$ cat src/rtl/wb_sid_sequencer.sv
`timescale 1ns/1ps
// wb_sid_sequencer: Wishbone write master that plays queued SID register
// writes, waiting a per-command number of prescaled ticks after each write.
// Optional feature macro: SEQ_TIMEOUT_EN (abort a write that sees no ack
// within MAX_WAIT cycles and flag timeout_err).
// Handshake: a command is accepted on every rising clk_i edge where
// cmd_valid && cmd_ready; cmd_ready is derived only from the registered fill
// level, so it never depends on cmd_valid in the same cycle.
module wb_sid_sequencer #(
  parameter int                       ADDRESS_WIDTH = 16,
  parameter int                       DATA_WIDTH    = 8,
  parameter logic [ADDRESS_WIDTH-1:0] BASE_ADDRESS  = 16'h0100,
  parameter int                       FIFO_DEPTH    = 8,
  parameter int                       TICK_DIV      = 12000,
  parameter int                       MAX_WAIT      = 8
) (
  input  logic                            clk_i,
  input  logic                            rst_i,
  input  logic [4:0]                      cmd_reg,
  input  logic [DATA_WIDTH-1:0]           cmd_data,
  input  logic [7:0]                      cmd_delay,
  input  logic                            cmd_valid,
  output logic                            cmd_ready,
  output logic [ADDRESS_WIDTH-1:0]        adr_o,
  output logic [DATA_WIDTH-1:0]           dat_o,
  input  logic [DATA_WIDTH-1:0]           dat_i,
  output logic                            we_o,
  output logic                            sel_o,
  output logic                            stb_o,
  output logic                            cyc_o,
  input  logic                            cyc_i,
  input  logic                            ack_i,
  output logic [2:0]                      cti_o,
  output logic                            busy,
  output logic [$clog2(FIFO_DEPTH):0]     fifo_level,
  output logic                            timeout_err,
  input  logic                            err_clr,
  output logic [1:0]                      state_dbg
);

  localparam int AW = $clog2(FIFO_DEPTH);
  localparam int LW = AW + 1;
  localparam int CW = 5 + DATA_WIDTH + 8;
  localparam int PW = (TICK_DIV > 1) ? $clog2(TICK_DIV) : 1;

  typedef enum logic [1:0] {
    IDLE     = 2'd0,
    WAIT_BUS = 2'd1,
    WRITE    = 2'd2,
    HOLD     = 2'd3
  } state_t;

  state_t state, state_next;

  logic [CW-1:0]         mem [FIFO_DEPTH];
  logic [AW-1:0]         wr_ptr, rd_ptr;
  logic [LW-1:0]         level;
  logic                  push, pop;

  logic [4:0]            cur_reg;
  logic [DATA_WIDTH-1:0] cur_data;
  logic [7:0]            cur_delay;
  logic [7:0]            delay_cnt;
  logic                  load_delay;

  logic [PW-1:0]         presc;
  logic                  tick;

`ifdef SEQ_TIMEOUT_EN
  localparam int WW = $clog2(MAX_WAIT + 1);
  logic [WW-1:0]         wait_cnt;
  logic                  timeout_hit;
`endif

  // Read data is never used by a write-only master; err_clr is idle without the timeout.
  logic unused_inputs;
  assign unused_inputs = ^{dat_i, err_clr};

  assign push      = cmd_valid && cmd_ready;
  assign cmd_ready = (level != LW'(FIFO_DEPTH));

  // Command storage; no reset needed, validity is tracked by level.
  always_ff @(posedge clk_i) begin
    if (push) mem[wr_ptr] <= {cmd_reg, cmd_data, cmd_delay};
  end

  // FIFO pointers and fill level; push+pop in one cycle leaves level unchanged.
  always_ff @(posedge clk_i or negedge rst_i) begin
    if (!rst_i) begin
      wr_ptr <= '0;
      rd_ptr <= '0;
      level  <= '0;
    end else begin
      if (push) wr_ptr <= wr_ptr + 1'b1;
      if (pop)  rd_ptr <= rd_ptr + 1'b1;
      case ({push, pop})
        2'b10:   level <= level + 1'b1;
        2'b01:   level <= level - 1'b1;
        default: level <= level;
      endcase
    end
  end

  // Latch the head command when it leaves the FIFO; it stays put for retries.
  always_ff @(posedge clk_i or negedge rst_i) begin
    if (!rst_i) begin
      cur_reg   <= '0;
      cur_data  <= '0;
      cur_delay <= '0;
    end else if (pop) begin
      {cur_reg, cur_data, cur_delay} <= mem[rd_ptr];
    end
  end

  // Free-running tick prescaler, one-cycle tick at the wrap.
  always_ff @(posedge clk_i or negedge rst_i) begin
    if (!rst_i)    presc <= '0;
    else if (tick) presc <= '0;
    else           presc <= presc + 1'b1;
  end

  assign tick = (presc == PW'(TICK_DIV - 1));

  // Post-write delay counter, counted down in ticks while holding.
  always_ff @(posedge clk_i or negedge rst_i) begin
    if (!rst_i)                             delay_cnt <= '0;
    else if (load_delay)                    delay_cnt <= cur_delay;
    else if (state == HOLD && tick && delay_cnt != 8'd0) delay_cnt <= delay_cnt - 8'd1;
  end

`ifdef SEQ_TIMEOUT_EN
  // Cycles spent in WRITE without ack; restarts on every entry to WRITE.
  always_ff @(posedge clk_i or negedge rst_i) begin
    if (!rst_i)                                    wait_cnt <= '0;
    else if (state == WRITE && state_next == WRITE) wait_cnt <= wait_cnt + 1'b1;
    else                                           wait_cnt <= '0;
  end

  // Sticky timeout flag; a new timeout beats a simultaneous clear.
  always_ff @(posedge clk_i or negedge rst_i) begin
    if (!rst_i)           timeout_err <= 1'b0;
    else if (timeout_hit) timeout_err <= 1'b1;
    else if (err_clr)     timeout_err <= 1'b0;
  end
`else
  assign timeout_err = 1'b0;
`endif

  // FSM state register.
  always_ff @(posedge clk_i or negedge rst_i) begin
    if (!rst_i) state <= IDLE;
    else        state <= state_next;
  end

  // FSM next-state and control strobes.
  always_comb begin
    state_next = state;
    pop        = 1'b0;
    load_delay = 1'b0;
`ifdef SEQ_TIMEOUT_EN
    timeout_hit = 1'b0;
`endif
    case (state)
      IDLE: begin
        if (level != '0) begin
          pop        = 1'b1;
          state_next = WAIT_BUS;
        end
      end
      WAIT_BUS: begin
        if (!cyc_i) state_next = WRITE;
      end
      WRITE: begin
        if (ack_i) begin
          if (cur_delay != 8'd0) begin
            load_delay = 1'b1;
            state_next = HOLD;
          end else begin
            state_next = IDLE;
          end
        end else if (cyc_i) begin
          // Lost arbitration: release the bus and retry the same command.
          state_next = WAIT_BUS;
        end
`ifdef SEQ_TIMEOUT_EN
        else if (wait_cnt == WW'(MAX_WAIT - 1)) begin
          timeout_hit = 1'b1;
          state_next  = IDLE;
        end
`endif
      end
      HOLD: begin
        if (tick && delay_cnt <= 8'd1) state_next = IDLE;
      end
      default: state_next = IDLE;
    endcase
  end

  // Bus outputs follow the registered state, so they are glitch-free and
  // drop together with an asynchronous reset.
  assign cyc_o      = (state == WRITE);
  assign stb_o      = cyc_o;
  assign we_o       = cyc_o;
  assign sel_o      = cyc_o;
  assign cti_o      = 3'b000;
  assign adr_o      = cyc_o ? (BASE_ADDRESS + ADDRESS_WIDTH'(cur_reg)) : '0;
  assign dat_o      = cyc_o ? cur_data : '0;
  assign busy       = (state != IDLE) || (level != '0);
  assign fifo_level = level;
  assign state_dbg  = state;

endmodule

$ cat config.mk
export PLATFORM = sky130hd
export DESIGN_NAME = wb_sid_sequencer
export DESIGN_NICKNAME = d
export VERILOG_FILES = /design/src/rtl/wb_sid_sequencer.sv
export SDC_FILE = /design/constraint.sdc
export NUM_CORES = 1
export LEC_CHECK = 0
export BUFFER_PORTS_ARGS = -buffer_cell sky130_fd_sc_hd__buf_2
export CAP_MARGIN = 15
export CORE_AREA = 2 2 188 190
export DETAILED_ROUTE_END_ITERATION = 8
export DIE_AREA = 0 0 190 192
export GPL_TIMING_DRIVEN = 0
export PLACE_DENSITY_LB_ADDON = 0.3
export SLEW_MARGIN = 20
export SYNTH_ARGS = -nofsm -noshare
export SYNTH_HDL_FRONTEND = slang
export SYNTH_SLANG_ARGS = --single-unit
$ cat constraint.sdc
create_clock -name clk_i -period 9.2 [get_ports clk_i]
set_input_delay 0.46 -clock clk_i [delete_from_list [all_inputs] [get_ports clk_i]]
set_output_delay 0.46 -clock clk_i [all_outputs]
set_load 0.02 [all_outputs]
[Word-level counts from Yosys, hierarchy flattened]
Memory sizes are Yosys's and may differ from the RTL's. A register that Yosys moved wholly into a read port is not among the register bits.
Cells that the tools add are included.
Storage, ports and cells
  register bits: 34
  bits in writable memories: 168
  output and inout bits: 40
  logic and storage cells: 60
  memories kept: 1
Memory list
  mem: depth 8, bits a word 21, read ports 1, clocked after Yosys merged registers in 1, wr ports 1, RTL line 55  | logic [CW-1:0] mem [FIFO_DEPTH];
Operators by class
  add/subtract/negate cells: 7
  order comparisons: 1
  equality and inequality tests: 11
  multiplexer cells: 20
  reductions and logical operators: 14
Operators by type and width (count)
  8-bit 2-to-1 mux: 3
  8-bit nonzero test: 2
  14-bit by 1-bit adder with 14-bit output (second input constant): 1
  14-bit equality test (second input constant): 1
  14-bit 2-to-1 mux: 1
  2-bit 2-to-1 mux: 6
  9-bit by 5-bit adder with 10-bit output (first input constant): 1
  10-bit 2-to-1 mux: 1
  8-bit by 1-bit less-or-equal comparator with 1-bit output (second input constant): 1
  2-bit one-hot mux with 4 select lines: 1
  4-bit one-hot mux with 2 select lines: 1
  8-bit by 1-bit subtractor with 8-bit output (second input constant): 1
  1-bit 2-to-1 mux: 7
  3-bit by 1-bit adder with 3-bit output (second input constant): 2
  2-bit equality test (second input constant): 3
  2-bit nonzero test: 3
  4-bit by 1-bit adder with 4-bit output (second input constant): 1
  2-bit by 1-bit equality test with 1-bit output (second input constant): 2
  1-bit logical AND: 4
  2-bit inequality test (second input constant): 2
  4-bit inequality test (second input constant): 1
  4-bit AND reduction: 1
  4-bit nonzero test: 1
  4-bit by 1-bit subtractor with 4-bit output (second input constant): 1
  other kinds (5): 5

[Depth between registers and ports, before layout]
Gate-level depths: netlist of run 1.
  word-level depth: 5
  gate-level depth with buffers: 12
  mapped depth without buffers: 10

[Worst setup path after synthesis of run 1]
Ideal clock, no wire load.
  kind: register to register
  start point: reg level[1] (netlist: fifo_level[1])
  end point: mem mem[0][0] in the netlist's numbering, enable pin
  arrival time: 2.760 ns
  slack: 6.015 ns
  cell stages (with the launch flop): 5
  path buffers: 0
  clock period less this slack: 3.185 ns
  cell sequence: dfrtp_1 or4b_2 nand2_1 or2_2 nor3_1
On the way
  longest elaborated chain between the ends: 4
Ends and longest elaborated chain
  from (decl): RTL line 57  | logic [LW-1:0] level;
  from (signal assigned): RTL line 97  | 2'b10: level <= level + 1'b1;
  from (signal assigned): RTL line 98  | 2'b01: level <= level - 1'b1;
  from (signal assigned): RTL line 99  | default: level <= level;
  4-bit inequality test: RTL line 80  | assign cmd_ready = (level != LW'(FIFO_DEPTH));
  net cmd_ready: RTL line 23  | output logic cmd_ready,
  1-bit logical AND: RTL line 79  | assign push = cmd_valid && cmd_ready;
  1-bit 2-to-1 mux: RTL line 84  | if (push) mem[wr_ptr] <= {cmd_reg, cmd_data, cmd_delay};
  1-bit 2-to-1 mux (not written as such): RTL line 84
  to (decl): RTL line 55
The timed path passes the listed nets, and every way through them passes these cells.

[Worst setup path after layout of run 1]
  start point: reg level[2] (netlist: fifo_level[2])
  end point: reg level[2] (netlist: fifo_level[2])
On the way
  longest elaborated chain between the ends: 5
  elaborated cells between the ends (all ways): 11
Ends and longest elaborated chain
  4-bit nonzero test (*): RTL line 165  | if (level != '0) begin
  1-bit 2-to-1 mux (*): RTL line 165
  1-bit 2-to-1 mux (*): RTL line 163  | case (state)
  net pop: RTL line 58  | logic push, pop;
  2-bit by 1-bit equality test with 1-bit output / 2-bit equality test (equally long branches): RTL line 96  | case ({push, pop})
  4-bit one-hot mux with 2 select lines / 2-bit nonzero test (equally long branches)
Mark *: on every way through the listed nets, which the timed path passes. The rest lies on a longest branch.
A chain may end at the register's enable or synchronous reset.

==> results list, run 1 <==
- The initial antenna violation count is 3.
- The detailed router placed 4959 vias in this run.
- Measured against its own limit, the worst slew margin works out to 37.8%.
- The critical path starts at fifo_level[2]$_DFFE_PN0P_.
- In this run the deepest clock path goes through 3 buffers.
- Setup TNS: 0 ns
* Fraction of registers with async set or reset after synthesis: 24.7%
* Leading cell type in the layout, fill and taps excluded: sky130_fd_sc_hd__edfxtp_1
- Setup repair after global routing left no endpoint under its margin.
- The first routing iteration left between 400 and 500 violations.
- Most frequent cells in the layout: sky130_fd_sc_hd__edfxtp_1 (168), sky130_fd_sc_hd__dfrtp_1 (55), sky130_fd_sc_hd__buf_2 (54)
* Least-Margin Pin Slew: 0.933 ns
* Num Clock Sinks: 223
* Multi-input logic area: 2610 sq um
- The Yosys step of the flow raised 0 warnings.
- Post-synthesis to final-layout area growth: 20.4%
* Clock edge transition at the registers on the reported setup and hold paths: 0.06 ns
- In the finished design, the share of the clock period the worst path needs comes to 32.7%.
- Measured along the y axis, the die boundary spans roughly 190 microns.
* Final Non-Filler Cells: 1134
- Outcome: finished, final reports clean
- Reported max-cap violation count: 0
- Power per cell area: 289 nW/um^2
- Registers take 6420 sq um.
* Sum of routed wire length over all layers: 19500 microns
* Final Hold Fails: 0
- Detailed placer's ending HPWL: 13300 microns
* Bufs and invs on worst path: 2
- In the synthesized netlist, the number of instances is 558.
- For the finished layout, the period the worst path requires is between 3 and 4 ns.
- The most used flip-flop cell after synthesis is sky130_fd_sc_hd__edfxtp_1.
* Startpoint class of the critical path: flip-flop
- Synth Area per Inst: 16.5 sq um
- The cell area that synthesis handed to floorplanning was between 9000 and 10000 sq um.
* Crit path arrival time: about 3.4 ns
* Final Net Count: 704
* Largest fanout on the critical path: 9
* Most used cell along the critical path: sky130_fd_sc_hd__xor2_1
* Share of the yosys chip area belonging to registers: 69.7%
* Final count of negative-setup-slack endpoints: 0
- In the routed design, unresolved DRC markers number 0.
- Drt via density: 4.37
- TritonCTS clock tree: built
- The synthesized design contains 223 register bits.
- At the worst endpoint, the required time is 9.58 ns.
* Top flop regs: mem x168, presc x14
- Mean routed wirelength per cell: 17.2 microns
- Global router's overall resource usage: between 10% and 20%
- Reported leakage power: 3.95 nW
- More flip-flops sit in one register than any other, and that register is mem.
* CP delay by family, top: simple AND/OR/NAND/NOR gates
* Clock network latency to the later pin of the worst-skew pair: 0.51 ns
- The first TritonRoute pass finished after 4 iterations.
- Top achievable clock speed: between 0.3 and 0.4 GHz
- Between clock sinks in the finished design, the worst skew comes to 0.00924 ns.
- The slowest stage of the critical path is the sky130_fd_sc_hd__nor4_1 cell.
- Overall power consumption: 3.21 mW
- The number of max-slew violations in the final report is 0.
- The worst setup path is captured at a flip-flop.
- Clock tree synthesis selected as its root buffer the cell sky130_fd_sc_hd__clkbuf_16.
- Resized cells post-CTS: 0
* Longest individual stage delay on the worst path: between 0.6 and 0.7 ns
- Worst Path Class, Setup: reg -> reg
* Cells traversed along the worst timing path: nor4_1 > nand2b_1 > clkbuf_1 > inv_1 > ha_1 > xor2_1 > ha_1 > a21oi_1 > xor2_1 > nor2_1 > xor2_1
- The floorplan step defined a die boundary enclosing 36500 sq um.
* Number of port buffers: 51
* Via count of the first global-routing pass: 4900
- Core area: 34300 sq um
- The initial utilization of the core area, before any placement, comes to 26.9%.
* Filler cell count in the final layout: between 3000 and 4000
- R2r startpoint: fifo_level[2]$_DFFE_PN0P_
* IR Drop Worst-Case VDD: 0.136 mV
- Post-synth cell types: 53
* Hold Crit Class: in -> async
* Count of flip-flops with a built-in enable after synthesis: ~170
- 75 I/O pins were placed.
* Count of antenna-violating nets left after detailed routing: 0
- H-tree Lvls: 1
- Overflow left after global routing: 0
- Buffers inserted by post-CTS timing repair: 0
- Flip-flop count of the largest register after layout: 168
- Number of buffers added by the clock tree synthesis step: 24
- The initialized floorplan defines approximately 70 standard-cell rows.
* Number of cells in the design after placement: roughly 1100
- Of the cells placed in the final design, the portion with a size suffix greater than 1 is roughly a quarter.
* Pin count of the biggest net entering global routing: 56
- Width of the die: 190 microns
* Cts-stage hold buffer count: 0
* GPL Wtd Cong: approximately 0.76
* First-pass GRT wire length: 29800 microns
## per-stage QoR
step / hold slack, ns / instance area (sq um) / util, % / setup WS, ns
2_1_floorplan: 0.164 / 9260 / - / 6.02
3_3_place_gp: 0.462 / 10100 / 29.4 / 4.33
3_5_place_dp: 0.469 / 10300 / 30.2 / 6.11
4_1_cts: 0.0233 / 11100 / 32.3 / 6.09
5_1_grt: 0.0579 / 11100 / 32.3 / 5.92
6_report: 0.00324 / 11100 / 32.3 / 6.19
## layer usage
layer / share of wire, % / track usage (%) / wire [microns]
met4: 1.8 / 3.07 / 359
met3: 5.6 / 2.50 / 1080
met5: 0.11 / 0 / 21
met1: 44 / 14.2 / 8570
met2: 48 / 17.9 / 9420
## synth_stat cells, types with 10 or more instances
cell type / count / area share, %
sky130_fd_sc_hd__edfxtp_1: 168 / 55
sky130_fd_sc_hd__dfrtp_1: 55 / 15
sky130_fd_sc_hd__mux4_2: 42 / 10
sky130_fd_sc_hd__nand2_1: 37 / 1.5
sky130_fd_sc_hd__nor2_1: 26 / 1.1
sky130_fd_sc_hd__o21ai_0: 26 / 1.4
sky130_fd_sc_hd__mux2i_1: 22 / 2.4
sky130_fd_sc_hd__buf_4: 18 / 1.5
sky130_fd_sc_hd__clkbuf_1: 17 / 0.69
sky130_fd_sc_hd__and2_1: 14 / 0.95
sky130_fd_sc_hd__inv_1: 14 / 0.57
sky130_fd_sc_hd__xnor2_1: 12 / 1.1
sky130_fd_sc_hd__nand3_1: 11 / 0.60
sky130_fd_sc_hd__nor4_1: 10 / 0.68
## cells by family (layout without fill, tap and decap cells)
logic type / after synthesis / count (layout) / share of synthesized area [%]
compound gates: 54 / 54 / 3.85
buf+inv: 56 / 163 / 3.15
xor+xnor: 18 / 18 / 1.71
fa+ha+maj: 9 / 9 / 1.22
simple gates: 131 / 131 / 7.37
mux: 66 / 66 / 12.9
other cells: 1 / 15 / 0.0407
flops: 223 / 223 / 69.7
## worst register-to-register path: stages (launching register included)
cell and delay, ns:
sky130_fd_sc_hd__dfrtp_1 0.45, sky130_fd_sc_hd__nor4_1 0.62, sky130_fd_sc_hd__nand2b_1 0.19, sky130_fd_sc_hd__clkbuf_1 0.29, sky130_fd_sc_hd__inv_1 0.20, sky130_fd_sc_hd__ha_1 0.29
sky130_fd_sc_hd__xor2_1 0.18, sky130_fd_sc_hd__ha_1 0.18, sky130_fd_sc_hd__a21oi_1 0.14, sky130_fd_sc_hd__xor2_1 0.15, sky130_fd_sc_hd__nor2_1 0.06, sky130_fd_sc_hd__xor2_1 0.15
## final timing paths
path / cells past startpoint / end / slack [ns]
min in group clk_i: 1 / mem[3][13]$_DFFE_PP_ / 0.22
hold reg to reg: 2 / cur_data[2]$_DFFE_PN0P_ / 0.48
setup reg to reg: 11 / fifo_level[2]$_DFFE_PN0P_ / 6.19
max in group asynchronous: 1 / cur_data[0]$_DFFE_PN0P_ / 8.71
hold / removal: 1 / presc[2]$_DFF_PN0_ / 0.003
setup / recovery: 11 / fifo_level[2]$_DFFE_PN0P_ / 6.19
## report_power, final
group	internal [mW]	leakage (nW)	switching (mW)	total, mW
Sequential	1.28	2.21	0.101	1.38
Combinational	0.407	1.40	0.519	0.926
Clock	0.523	0.347	0.377	0.900
## layout make-up
| class | instances | share of cell area, % |
|---|---|---|
| Tap cell | 455 | 5.13 |
| Multi-Input combinational cell | 292 | 23.5 |
| Clock inverter | 12 | 0.722 |
| Sequential cell | 223 | 57.9 |
| Inverter | 14 | 0.474 |
| Antenna cell | 1 | 0.0226 |
| Clock buffer | 32 | 5.88 |
| Buffer | 42 | 2.14 |
| Timing Repair Buffer | 63 | 4.22 |
Power figures use the tool's default switching activity.
==> run 2: changes to the inputs <==
- ABC_AREA: unset -> 1
- CORE_AREA: 2 2 188 190 -> 2 2 193 195
- DIE_AREA: 0 0 190 192 -> 0 0 195 197
- clock period: 9.2 -> 2.7 ns (I/O delays scaled with it)
==> run 2 against run 1 <==
Combinational power grew to 5.0 times the previous value. Setup slack worse by 6.0 ns. Fmax is 22% higher. Power grew to 4.0 times the previous value. Routed wire length is 22% higher. Largest cell class unchanged. Largest power group unchanged. Highest routed layer unchanged.
==> results list, run 2 <==
- Outcome: finished, final reports clean
* Vias after detailed routing: 6696
- Summing the areas of all and, or, nand and nor instances in the mapped netlist gives between 10% and 20% of the synthesized area.
* GPL Wtd Cong: 0.807
- Final Worst Setup Slack: 0.237 ns
- For this design, the slowest cell found on the critical path is sky130_fd_sc_hd__dfrtp_1.
- Number of cells in the design after placement: about 1400
- Largest fanout on the critical path: 11
- Post-synth cell types: 32
* Buffers inserted by post-CTS timing repair: 0
- Following the worst setup path forward leads to its endpoint at fifo_level[2]$_DFFE_PN0P_.
* Element type at the critical path end: flip-flop
- The global routing stage identified its most utilized layer as met2.
- Sequential cells were found to cover between 60% and 70% of the synthesized design area.
- Overflow left after global routing: 0
* Synthesis Warnings: 0
- The worst setup path is launched from a flip-flop.
- Filler cell count in the final layout: 3697
- Final count of negative-setup-slack endpoints: 0
- Multi-input logic area: 2860 sq um
- Post-synth top flop: sky130_fd_sc_hd__edfxtp_1
- Width of the die: 195 microns
* Drt via density: 4.45
- Leading cell type in the layout, fill and taps excluded: sky130_fd_sc_hd__nor2_1
* Core area: 36300 sq um
* Residual DRC: 0
* Tightest slew margin relative to the limit: 49.6%
- Bufs and invs on worst path: 2
- Pin count of the biggest net entering global routing: 56
* Least-Margin Pin Slew: 0.754 ns
* Post-synthesis compound-gate area fraction: 8.57%
* Final Net Count: 1061
- Among cell families on the critical path, the largest total delay comes from simple AND/OR/NAND/NOR gates.
* Worst Path Class, Setup: reg -> reg
- The initial antenna violation count was 2.
- Grt met1 use: 16.9%
* Count of flip-flops with a built-in enable after synthesis: 168
* Post-synthesis to final-layout area growth: 22.2%
- IR analysis of the VDD net gives a maximum drop of 0.616 mV.
- The design draws 12.8 mW.
* First-pass GRT wire length: 36800 microns
- Summing all flip-flop and latch instances after layout gives ~6400 sq um.
* Post-Syn Area: 9680 sq um
- The tool flagged a number of max-cap violations equal to 0.
* First DRT Iteration DRCs: 506
* Yosys top cell by area: sky130_fd_sc_hd__edfxtp_1
* Number of buffers added by the clock tree synthesis step: 26
* Combinational family with the most area after synthesis: simple AND/OR/NAND/NOR gates
* Clock network latency to the later pin of the worst-skew pair: approximately 0.55 ns
- Fraction of layout instances using a drive strength above 1: 16.1%
- The endpoint identified for the worst register-to-register timing path is fifo_level[2]$_DFFE_PN0P_.
- CTS built an H-tree with a depth of 1.
- Hold Crit Class: in -> reg
* Fraction of registers with async set or reset after synthesis: 24.7%
* Area share of the largest cell type after synthesis: 52.1%
- Mean routed wirelength per cell: 15.7 microns
- On the worst path, the slowest cell contributes a delay of 0.44 ns.
- Launching element of the worst setup path: fifo_level[1]$_DFFE_PN0P_
- Portion of netlist area occupied by mux cells: 0%
- Top register by number of flip-flops: mem
* Number of cells on the critical path: 11
- The synthesized netlist devotes 1.16% of its cell area to adder and majority cells.
- Clock-pin slew was measured on the worst setup and hold paths at 0.06 ns.
- Dominant cell by count in the synthesized netlist: sky130_fd_sc_hd__nor2_1
- The first detailed-routing pass took 5 iterations.
- The worst register-to-register path begins at fifo_level[1]$_DFFE_PN0P_.
- On the final layout, the worst clock skew is ~0.029 ns.
- Worst-case reg-to-reg path depth: 11
* Crit path arrival time: around 2.9 ns
- For this configuration, the core starts out at a cell density of 26.7%.
* Met2 track utilization from global routing: roughly a fifth
- In this run the power density over the cells is 1090 nW/um^2.
- In this run the static leakage power is 4.58 nW.
* TritonCTS clock tree: built
* Top flop regs: mem x168, presc x14
- Synth Area per Inst: 10.8 sq um
* Count of antenna-violating nets left after detailed routing: 0
- Parity-gate share of the synthesized area counting xor and xnor cells: 1.36%
* R2R setup slack: around 0.24 ns
* Die outline area: 38400 sq um
- Share of the cycle needed by the critical path after routing: between 90% and 100%
* Final Non-Filler Cells: 1504
* Height of the die: around 200 microns
- The critical path goes through nor2_1 > nand3_2 > nand2_4 > inv_2 > clkbuf_4 > ha_1 > xor2_1 > ha_1 > a21oi_1 > xor2_1 > o21ai_0.
* Num Clock Sinks: 223
- The number of max-slew violations in the final report is 0.
- After technology mapping, the gate count stands at 898.
- Top Ports: 75
- The register with the most flip-flops in the layout has 168 of them.
- During placement, the flow inserted port buffers numbering 51.
* GR met3 Demand/Resource: 1.97%
- Post-layout minimum cycle time: around 2.5 ns
* Global router's overall resource usage: 12.3%
- Sum of routed wire length over all layers: 23700 microns
- Derived from the worst setup path, the maximum achievable clock frequency is 0.406 GHz.
* Post-Route Utilization: 32.6%
- The via count of the first global-routing pass came to 6490.
* Top post-synthesis cells by area: sky130_fd_sc_hd__edfxtp_1 (52%), sky130_fd_sc_hd__dfrtp_1 (14%), sky130_fd_sc_hd__nor2_1 (7.3%)
* Cell Rows: 70
- The longest clock path from root to sink contains 3 buffers.
- Final Hold Fails: 0
* Top cells by instance count after synthesis: sky130_fd_sc_hd__nor2_1 (187), sky130_fd_sc_hd__edfxtp_1 (168), sky130_fd_sc_hd__nand2_1 (142)
- Required time at the worst-slack endpoint: 3.10 ns
* Most frequent cells in the layout: sky130_fd_sc_hd__nor2_1 (179), sky130_fd_sc_hd__edfxtp_1 (168), sky130_fd_sc_hd__nand2_1 (141)
- OpenSTA, run right after detailed placement, puts the worst setup slack at 0.0662 ns.
- Synth Register Bits: 223
* Detailed placer's ending HPWL: 15600 microns
* Cell at the root of the clock tree: sky130_fd_sc_hd__clkbuf_16
==> run 2: cell count changes after synthesis, sizes merged, moves of 6 or more <==
cell / previous run / this run
nor2: 26 / 192
nand2: 37 / 148
o21ai: 26 / 91
mux4: 42 / 0
o211ai: 1 / 42
nand3: 11 / 49
inv: 14 / 50
mux2i: 22 / 0
buf: 25 / 45
and2: 15 / 0
nor4: 10 / 1
xnor2: 12 / 4
clkbuf: 17 / 11
==> run 2: per-stage QoR <==
| stage | TNS [ns] | hold WS, ns | instance area, sq um |
|---|---|---|---|
| 6_report | 0 | 0.0264 | 11800 |
| 5_1_grt | -0.00264 | 0.0468 | 11800 |
| 4_1_cts | 0 | 0.00958 | 11800 |
| 3_5_place_dp | 0 | 0.256 | 10700 |
| 3_3_place_gp | -76.66 | 0.412 | 10600 |
| 2_1_floorplan | 0 | -0.161 | 9730 |
==> run 2: report_power, final <==
group | switching, mW | internal (mW)
clock | 1.40 | 2.03
combinational | 3.18 | 1.48
sequential | 0.346 | 4.41
==> run 2: kinds of logic after synthesis <==
group / after synthesis
xor gates and xnor gates: 15
AOI/OAI and AO/OA: 142
DFF: 223
other: 1
buffers and inverters: 106
adders and majority gates: 9
and+or+nand+nor: 402
==> run 2: worst min-delay path by stage <==
stage                  from                   endpoint  slack [ns]  cells after the start
5_1_grt               ack_i   state_dbg[0]$_DFFE_PN0P_        0.05                      6
3_5_place_dp          rst_i  fifo_level[1]$_DFFE_PN0P_        0.26                      1
2_1_floorplan         rst_i    cur_data[0]$_DFFE_PN0P_       -0.16                      0
6_report              ack_i   state_dbg[0]$_DFFE_PN0P_        0.03                      6
3_3_place_gp   cmd_delay[3]        mem[4][3]$_DFFE_PP_        0.41                      1
4_1_cts               ack_i   state_dbg[0]$_DFFE_PN0P_        0.01                      6
==> run 2: final cells by class <==
type	instances	share of cell area, %
clock inverter	12	1.21
sequential	223	54.3
inverter	50	1.59
buffer	56	2.83
tap	468	4.95
antenna	1	0.0212
multi-input combinational	582	24.2
clock buffer	34	5.93
timing repair buffer	78	4.99
==> run 2: worst register-to-register path, stage by stage, from the launching register on <==
cell                       delay (ns)
sky130_fd_sc_hd__dfrtp_1         0.44
sky130_fd_sc_hd__nor2_1          0.19
sky130_fd_sc_hd__nand3_2         0.17
sky130_fd_sc_hd__nand2_4         0.15
sky130_fd_sc_hd__inv_2           0.08
sky130_fd_sc_hd__clkbuf_4        0.24
sky130_fd_sc_hd__ha_1            0.28
sky130_fd_sc_hd__xor2_1          0.20
sky130_fd_sc_hd__ha_1            0.20
sky130_fd_sc_hd__a21oi_1         0.16
sky130_fd_sc_hd__xor2_1          0.15
sky130_fd_sc_hd__o21ai_0         0.09
==> run 2: metal layers <==
metal	wire length (microns)	vias to the layer above	part of all wire (%)
li1	-	3279	-
met1	11200	3197	47
met2	10700	175	45
met3	1150	43	4.9
met4	563	2	2.4
met5	13	-	0.055
==> run 2: timing repair <==
| item | CTS | global route |
|---|---|---|
| gates resized for setup | 0 | 4 |
| hold endpoints to repair | 224 | 0 |
| endpoints found under the setup margin | 0 | 2 |
| hold buffers | 23 | 0 |
